<file path="config.mk">
export PLATFORM = sky130hd
export DESIGN_NAME = int_frac_to_bf16
export DESIGN_NICKNAME = d
export VERILOG_FILES = /design/src/rtl/int_frac_to_bf16.sv
export SDC_FILE = /design/constraint.sdc
export NUM_CORES = 1
export LEC_CHECK = 0
export ABC_AREA = 0
export BUFFER_PORTS_ARGS = -buffer_cell sky130_fd_sc_hd__buf_2
export CELL_PAD_IN_SITES_DETAIL_PLACEMENT = 1
export CELL_PAD_IN_SITES_GLOBAL_PLACEMENT = 1
export CORE_ASPECT_RATIO = 0.5
export CORE_UTILIZATION = 39
export CTS_CLUSTER_SIZE = 24
export DETAILED_ROUTE_END_ITERATION = 7
export GPL_ROUTABILITY_DRIVEN = 0
export PLACE_DENSITY_LB_ADDON = 0.1
export SYNTH_ARGS = -nofsm -noshare
export SYNTH_HDL_FRONTEND = slang
export SYNTH_SLANG_ARGS = --single-unit
</file>
<file path="constraint.sdc">
create_clock -name clk -period 2 [get_ports clk]
set_input_delay 0 -clock clk [delete_from_list [all_inputs] [get_ports clk]]
set_output_delay 0 -clock clk [all_outputs]
set_load 0.005 [all_outputs]
</file>
<file path="src/rtl/int_frac_to_bf16.sv">
// int_frac_to_bf16
//
// Rebuilds one bf16 value from a 32-bit unsigned integer part, an fp16
// fractional part in [0,1) and a sign bit. The split exp/softmax results
// are recombined here before write-back.
//
// The two parts are loaded into a 56-bit fixed-point accumulator
// {int[31:0], frac[23:0]}. The accumulator is then normalised one step per
// cycle: a coarse shift of COARSE_STEP bits, or a single-bit shift. Doing
// it one step per cycle avoids a full leading-zero counter and barrel
// shifter.
//
// Build option:
//   INT_FRAC_TO_BF16_RNE_EN - when defined, the mantissa is rounded to
//                             nearest-even. When undefined, it is
//                             truncated. Latency is the same in both builds.
//
// Parameters:
//   COARSE_STEP   - coarse left-shift step used during normalisation (4 or 8)
//
// Ports:
//   clk           - clock; all state changes on the rising edge
//   rst           - synchronous active-high reset
//   in_valid      - request valid
//   in_ready      - block can accept a request (high only in IDLE, low in reset)
//   in_sign       - sign bit, copied to the result
//   in_int_u32    - integer part, unsigned
//   in_frac_fp16  - fractional part as fp16; its sign bit is ignored
//   out_valid     - result valid; held until accepted
//   out_ready     - consumer accepts the result
//   out_bf16      - assembled bf16 value
//   out_err       - fraction was illegal (stored exp >= 15) and was treated as 0

module int_frac_to_bf16 #(
  parameter int unsigned COARSE_STEP = 8
) (
  input  logic        clk,
  input  logic        rst,
  input  logic        in_valid,
  output logic        in_ready,
  input  logic        in_sign,
  input  logic [31:0] in_int_u32,
  input  logic [15:0] in_frac_fp16,
  output logic        out_valid,
  input  logic        out_ready,
  output logic [15:0] out_bf16,
  output logic        out_err
);

  // Exponent of bit 55 of the accumulator: 2^31 has biased exponent 127+31.
  localparam logic [8:0] ExpLoad   = 9'd158;
  localparam logic [8:0] CoarseExp = 9'(COARSE_STEP);

  typedef enum logic [1:0] {
    StIdle,
    StNorm,
    StDone
  } state_e;

  state_e state_q, state_d;

  logic [55:0] acc_q, acc_d;
  logic [8:0]  exp_q, exp_d;
  logic        sign_q, sign_d;
  logic        err_q, err_d;
  logic [15:0] out_bf16_q, out_bf16_d;
  logic        out_err_q, out_err_d;

  // ---------------------------------------------------------------------------
  // fp16 fraction to 24-bit fixed point (value * 2^24), exact for e in 1..14
  // ---------------------------------------------------------------------------
  logic [4:0]  frac_e;
  logic [9:0]  frac_m;
  logic [23:0] frac_fx;
  logic        frac_illegal;

  assign frac_e = in_frac_fp16[14:10];
  assign frac_m = in_frac_fp16[9:0];

  always_comb begin
    frac_fx      = '0;
    frac_illegal = 1'b0;
    if (frac_e == 5'd0) begin
      // Subnormal fractions are below 2^-14; they are dropped.
      frac_fx = '0;
    end else if (frac_e >= 5'd15) begin
      // The value is >= 1.0, or it is inf/NaN. Such a fraction is not legal.
      frac_illegal = 1'b1;
    end else begin
      // The value is 1.m * 2^(e-15). Scaled by 2^24, this is {1,m} << (e-1).
      frac_fx = {13'd0, 1'b1, frac_m} << (frac_e - 5'd1);
    end
  end

  // ---------------------------------------------------------------------------
  // Normalisation decisions and result packing
  // ---------------------------------------------------------------------------
  logic        acc_zero;
  logic        coarse_zero;
  logic [14:0] trunc_mag;
  logic [14:0] result_mag;

  assign acc_zero    = (acc_q == '0);
  assign coarse_zero = (acc_q[55 -: COARSE_STEP] == '0);

  // The leading one at acc[55] is implicit. The next 7 bits form the mantissa.
  assign trunc_mag = {exp_q[7:0], acc_q[54:48]};

`ifdef INT_FRAC_TO_BF16_RNE_EN
  logic round_up;

  // Round to nearest, ties to even. A mantissa carry-out rolls into the
  // exponent. The exponent is at most 158, so the rounded value stays finite.
  assign round_up   = acc_q[47] & ((|acc_q[46:0]) | acc_q[48]);
  assign result_mag = trunc_mag + {14'd0, round_up};
`else
  assign result_mag = trunc_mag;
`endif

  // ---------------------------------------------------------------------------
  // State register
  // ---------------------------------------------------------------------------
  always_ff @(posedge clk) begin
    if (rst) begin
      state_q    <= StIdle;
      acc_q      <= '0;
      exp_q      <= '0;
      sign_q     <= 1'b0;
      err_q      <= 1'b0;
      out_bf16_q <= '0;
      out_err_q  <= 1'b0;
    end else begin
      state_q    <= state_d;
      acc_q      <= acc_d;
      exp_q      <= exp_d;
      sign_q     <= sign_d;
      err_q      <= err_d;
      out_bf16_q <= out_bf16_d;
      out_err_q  <= out_err_d;
    end
  end

  // ---------------------------------------------------------------------------
  // Next-state logic
  // ---------------------------------------------------------------------------
  always_comb begin
    state_d    = state_q;
    acc_d      = acc_q;
    exp_d      = exp_q;
    sign_d     = sign_q;
    err_d      = err_q;
    out_bf16_d = out_bf16_q;
    out_err_d  = out_err_q;

    unique case (state_q)
      StIdle: begin
        if (in_valid) begin
          state_d = StNorm;
          acc_d   = {in_int_u32, frac_fx};
          exp_d   = ExpLoad;
          sign_d  = in_sign;
          err_d   = frac_illegal;
        end
      end

      StNorm: begin
        if (acc_zero) begin
          state_d    = StDone;
          out_bf16_d = {sign_q, 15'h0000};
          out_err_d  = err_q;
        end else if (coarse_zero) begin
          acc_d = acc_q << COARSE_STEP;
          exp_d = exp_q - CoarseExp;
        end else if (!acc_q[55]) begin
          acc_d = acc_q << 1;
          exp_d = exp_q - 9'd1;
        end else begin
          state_d    = StDone;
          out_bf16_d = {sign_q, result_mag};
          out_err_d  = err_q;
        end
      end

      StDone: begin
        if (out_ready) begin
          state_d = StIdle;
        end
      end

      default: begin
        state_d = StIdle;
      end
    endcase
  end

  // ---------------------------------------------------------------------------
  // Outputs
  // ---------------------------------------------------------------------------
  always_comb begin
    in_ready  = (state_q == StIdle) && !rst;
    out_valid = (state_q == StDone);
    out_bf16  = out_bf16_q;
    out_err   = out_err_q;
  end

endmodule

</file>
==> results_dict.tcl, run 1 <==
set metrics [dict create \
    overflow 0 \
    cap_violations 0 \
    synth.area.top_cells "dfxtp_1, a211oi_2, a222oi_1" \
    die_y_microns 80.03 \
    min_period_over_period_pct 109.8 \
    finalHoldViolations 3 \
    ant_nets 0 \
    hp-start "rst" \
    synth_seq_cells 85 \
    start_util_pct 40.10 \
    area_growth_pct 50.62 \
    finClkSkew_ns 0.009357 \
    clk_pin_slew_ns 0.07 \
    cts_made_buffers 9 \
    core_area_sq_um 11840 \
    vias 5369 \
    io_pins 72 \
    cts_tree "built" \
    hold_ws_ns -0.02034 \
    r2r_slack_ns -0.20 \
    synth_compound_area_share_pct 34.70 \
    clk_latency_ns 0.36 \
    drt_iter0_drc 590 \
    total_power_mw 6.391 \
    dpl_cell_area_sq_um 5951 \
    dieWidth_microns 158.0 \
    htree_levels 3 \
    synthDistinctLibCells 51 \
    avgViaCountPerCell 6.164 \
    yosysMostFrequentCell "nor2_1" \
    whs_endpoint "out_bf16[15]" \
    synth_top_family_by_area "compound AO/OA/AOI/OAI gates" \
    ff2ff_path_depth 9 \
    r2r-start "acc_q[26]" \
    yosys.area_share.xor_xnor_pct 0.1845 \
    crit_chain "nor4_1 > buf_4 > nand2_1 > nor3_2 > nand2_2 > buf_4 > a21o_4 > buf_16 > a211oi_2" \
    critPathLaunchType "flip-flop" \
    diodes 0 \
    cp-startpoint "acc_q[26]" \
    crit_fanout 7 \
    syn_inst 536 \
    ir_worst_vdd_mv 0.5325 \
    drt_wl_total_microns 20400 \
    outcome "finished with violations" \
    max_freq_ghz 0.4552 \
    drtPass1Iterations 8 \
    drcViolationCount 1 \
    yosys_most_used_dff "dfxtp_1" \
    ctsLongestPathBuffers 2 \
    required_ns 2.28 \
    r2r_end "acc_q[49]" \
    cts-root-buf "clkbuf_16" \
    cellPowerDensity_nw_per_um2 893.6 \
    clock-sinks 85 \
    finalNetCount 760 \
    final_util_pct 60.40 \
    rows 28 \
    fin_cells 871 \
    async_reset_ff_share_pct 0 \
    hold_depth 2 \
    final_max_slew_viol_count 0 \
    antenna_found_initial 0 \
    netlist_top_cells_count "nor2_1, dfxtp_1, a211oi_2" \
    dp_hpwl_microns 12000 \
    layout-drive-gt1-share_pct 51.13 \
    yosysWarnings 0 \
    syn_area_sq_um 4748 \
    synth-edff-count 0 \
    failed_checks "design-rule violations, negative hold slack, negative setup slack" \
    avgSynthCellArea_sq_um 8.859 \
    crit_type "reg -> reg" \
    syn-num-nets 595 \
    avgRoutedWirePerCell_microns 23.42 \
    endpoint_kind "flip-flop" \
    pre_cts_ws_ns -0.3673 \
    max-slew-margin-rel_pct 51.26 \
    yosys.area_share.adder_pct 1.581 \
    tightest_slew_ns 0.7311 \
    synth_simple_gate_area_share_pct 18.16 \
    portBuffers 70 \
    fin_ws_ns -0.1968 \
    die-area_sq_um 12650 \
    period_needed_ns 2.197 \
    grt_start_max_net_pins 45 \
    numPlacedInstances 830 \
    rsz0062_at_grt "true" \
    cpPeakStageDelay_ns 0.33 \
    grt_pass1_wl_microns 29400 \
    worst_ep_arrival_time_ns 2.47 \
    yosys.area.top_type_share_pct 35.84 \
    finalInstanceArea_sq_um 7152 \
    muxShareOfSynthArea_pct 3.320 \
    grtUsageTotal_pct 30.96 \
    p_leak_nw 2.888 \
    cpMaxStageDelayCell "dfxtp_1" \
    setup_viol 81 \
    synth-seq-area-share_pct 35.84 \
    synth_top_area_cell "dfxtp_1" \
    crit_top_cell "buf_4" \
    grt_pass1_vias 5286 \
    hold_class "in -> reg" \
]
worst max-delay path, delay by kind of cell, from the launching register on:
kind                   cells  cell delay [ns]
AOI/OAI and AO/OA          2             0.53
buffers and inverters      3             0.52
DFF                        1             0.33
and+or+nand+nor            4             0.73
cells in the final DEF (no fill, tap or decap), types with 18 or more instances in the layout:
| master | instances |
|---|---|
| nor2_2 | 25 |
| a211oi_2 | 45 |
| buf_2 | 69 |
| a222oi_1 | 36 |
| nand2_1 | 31 |
| buf_4 | 102 |
| nor2_4 | 27 |
| nor2_1 | 39 |
| dfxtp_1 | 80 |
| a21oi_1 | 18 |
flip-flops by register name (all words and copies together), names as in the netlist:
name	count
out_err	1
acc_q	56
out_bf16	16
exp_q	8
sign_q	1
state_q	2
err_q	1
where the power goes:
part	total (mW)	internal [mW]	switching [mW]
logic	2.66	1.22	1.44
clock network	1.65	0.882	0.765
registers	2.08	1.89	0.192
layout make-up:
| type | count | area (sq um) |
|---|---|---|
| flip-flops and latches | 85 | 1708 |
| fillers | 1358 | 4690 |
| clock buffers | 10 | 239.0 |
| repair buffers | 200 | 1647 |
| inverters | 13 | 48.80 |
| multi-input cells | 392 | 3257 |
| clock inverters | 6 | 46.29 |
| well taps | 165 | 206.4 |
what timing repair did:
item | CTS | global route
hold buffers | 2 | 0
hold endpoints to repair | 4 | 0
gates resized for setup | 98 | 37
buffers inserted | 4 | 6
cloned | 8 | 6
setup endpoints to repair | 80 | 83
pin swaps | 17 | 22
through the flow:
step	hold slack [ns]	TNS [ns]
6_report	-0.02034	-7.741
3_3_place_gp	0.2444	-13.43
3_5_place_dp	0.2543	-18.00
5_1_grt	-0.005251	-17.75
2_1_floorplan	0.1360	0
4_1_cts	-0.01280	-3.449
cells by family after synthesis:
logic type	after synthesis
DFF	85
adders and majority gates	6
and+or+nand+nor	188
muxes	15
xor gates and xnor gates	1
AOI/OAI and AO/OA	179
buffers and inverters	62
layer usage:
layer | GRT usage [%] | share of wire, % | wire (microns) | up-vias
met5 | 0 | 0 | 0 | -
met3 | 6.298 | 6.6 | 1340 | 43
met2 | 50.84 | 48 | 9751 | 221
met4 | 9.615 | 2.1 | 430 | 0
li1 | - | - | - | 2419
met1 | 40.72 | 44 | 8880 | 2686
worst max-delay path by stage:
stage / to / slack, ns / depth (start not counted)
after global placement: acc_q[16] / -0.30 / 11
final: acc_q[49] / -0.20 / 9
after floorplan: acc_q[14] / 0.04 / 10
after CTS: out_err / -0.1 / 10
after global routing: acc_q[4] / -0.33 / 9
after detailed placement: acc_q[14] / -0.37 / 5
Power figures use the tool's default switching activity.
==> inputs of run 2 (changes only) <==
==> constraint.sdc (replaced) <==
create_clock -name clk -period 2 [get_ports clk]
set_input_delay 0.3 -clock clk [delete_from_list [all_inputs] [get_ports clk]]
set_output_delay 0.3 -clock clk [all_outputs]
set_load 0.005 [all_outputs]
==> results_dict.tcl, run 2 (synthesis gave the netlist of run 1 again) <==
set metrics [dict create \
    crit_fanout 9 \
    drt_iter0_drc 551 \
    cpMaxStageDelayCell "nor4_1" \
    final_util_pct 60.38 \
    max_freq_ghz 0.4316 \
    ctsLongestPathBuffers 2 \
    hp-start "in_sign" \
    ir_worst_vdd_mv 0.4668 \
    cts-root-buf "clkbuf_16" \
    grtUsageTotal_pct 29.39 \
    total_power_mw 6.524 \
    highest_layer "met4" \
    layout_common_cells "buf_4, dfxtp_1, buf_2" \
    io_pins 72 \
    vias 5482 \
    dieWidth_microns 158.0 \
    endpoint_kind "flip-flop" \
    max-slew-margin-rel_pct 34.12 \
    rsz0062_at_grt "true" \
    setup_viol 83 \
    final_common_cell "buf_4" \
    clk_latency_ns 0.35 \
    whs_endpoint "sign_q" \
    crit_chain "nor4_1 > nand2_1 > nor3_2 > nand2_2 > a21o_4 > buf_4 > o21ai_0 > a21oi_1" \
    hold_class "in -> reg" \
    avgRoutedWirePerCell_microns 23.70 \
    r2r_end "exp_q[4]" \
    finalHoldViolations 0 \
    finalNetCount 770 \
    rows 28 \
    worst_ep_arrival_time_ns 2.53 \
    start_util_pct 40.10 \
    numPlacedInstances 845 \
    grt_pass1_vias 5181 \
    htree_levels 3 \
    drcViolationCount 1 \
    hold_depth 3 \
    register_area_sq_um 1705 \
    cap_violations 0 \
    grt_start_max_net_pins 30 \
    top_register "acc_q" \
    wl_met1_microns 9029 \
    r2r-start "acc_q[40]" \
    failed_checks "design-rule violations, negative setup slack" \
    required_ns 2.21 \
    multi_input_area_sq_um 3228 \
    min_period_over_period_pct 115.9 \
    ff2ff_path_depth 8 \
    final_max_slew_viol_count 0 \
    grt_pass1_wl_microns 28170 \
    drtPass1Iterations 8 \
    overflow 0 \
    critPathLaunchType "flip-flop" \
    r2r_slack_ns -0.32 \
    area_growth_pct 50.57 \
    finClkSkew_ns 0.01200 \
    drt_wl_total_microns 20880 \
    hold_ws_ns 0.1993 \
    cts_tree "built" \
    clock-sinks 85 \
    p_leak_nw 2.926 \
    fin_ws_ns -0.3172 \
    die_y_microns 80.03 \
    diodes 0 \
    cellPowerDensity_nw_per_um2 912.5 \
    tightest_slew_ns 0.9846 \
    dp_hpwl_microns 12020 \
    core_area_sq_um 11840 \
    cts_made_buffers 9 \
    antenna_found_initial 0 \
    die-area_sq_um 12650 \
    avgViaCountPerCell 6.222 \
    cts_hold_buf 0 \
    fin_cells 881 \
    ant_nets 0 \
    wl_met2_microns 9834 \
    tns_ns -13.21 \
    outcome "finished with violations" \
    crit_type "reg -> reg" \
    dr_wl_met3_microns 1518 \
    cpPeakStageDelay_ns 0.46 \
    period_needed_ns 2.317 \
    fillers 1350 \
    portBuffers 70 \
    clk_pin_slew_ns 0.07 \
    largest_register_ffs 56 \
    layout-drive-gt1-share_pct 51.68 \
]
-- run 2: layer usage --
layer  vias to the layer above  global-route usage [%]
met1                      2713                   40.47
li1                       2422                       -
met2                       299                   47.44
met4                         0                   7.885
met3                        48                   4.723
met5                         -                       0
-- run 2: stage by stage --
step	worst slack [ns]	cell area, sq um
finish	-0.3172	7149
detailed placement	-0.4142	6086
global route	-0.3535	7149
CTS	-0.1055	6847
global placement	-0.3561	6086
floorplan	0.003534	4801
-- run 2: final cells by class --
| cell class | count | share of cell area [%] |
|---|---|---|
| clock buffers | 10 | 3.343 |
| clock inverters | 6 | 0.9975 |
| inverters | 13 | 0.6825 |
| multi-input cells | 391 | 45.15 |
| flip-flops and latches | 85 | 23.85 |
| well taps | 165 | 2.888 |
| repair buffers | 211 | 23.08 |
-- run 2: worst max-delay path by stage --
stage          slack [ns]             start        end
2_1_floorplan       0.004  in_frac_fp16[10]  acc_q[18]
3_3_place_gp        -0.36  in_frac_fp16[11]  acc_q[16]
3_5_place_dp        -0.41  in_frac_fp16[11]  acc_q[16]
4_1_cts             -0.11         acc_q[33]  acc_q[52]
5_1_grt             -0.35         acc_q[10]   exp_q[3]
6_report            -0.32         acc_q[40]   exp_q[4]
-- run 2: power breakdown --
part	internal [mW]	leakage, nW	switching [mW]
Clock	1.01	0.151	0.771
Sequential	1.89	0.701	0.191
Combinational	1.21	2.07	1.44
-- run 2: repair_timing --
item / 4_1_cts / 5_1_grt
endpoints found under the setup margin: 80 / 82
gates cloned: 5 / 0
pin swaps: 13 / 17
resized for setup: 78 / 44
setup buffers: 6 / 9
-- run 2: worst max-delay path: cells and delay by family (launching register included) --
| family | cells | cell delay, ns |
|---|---|---|
| AO/OA/AOI/OAI | 3 | 0.67 |
| buffers and inverters | 1 | 0.19 |
| flip-flops | 1 | 0.34 |
| AND/OR/NAND/NOR | 4 | 0.99 |
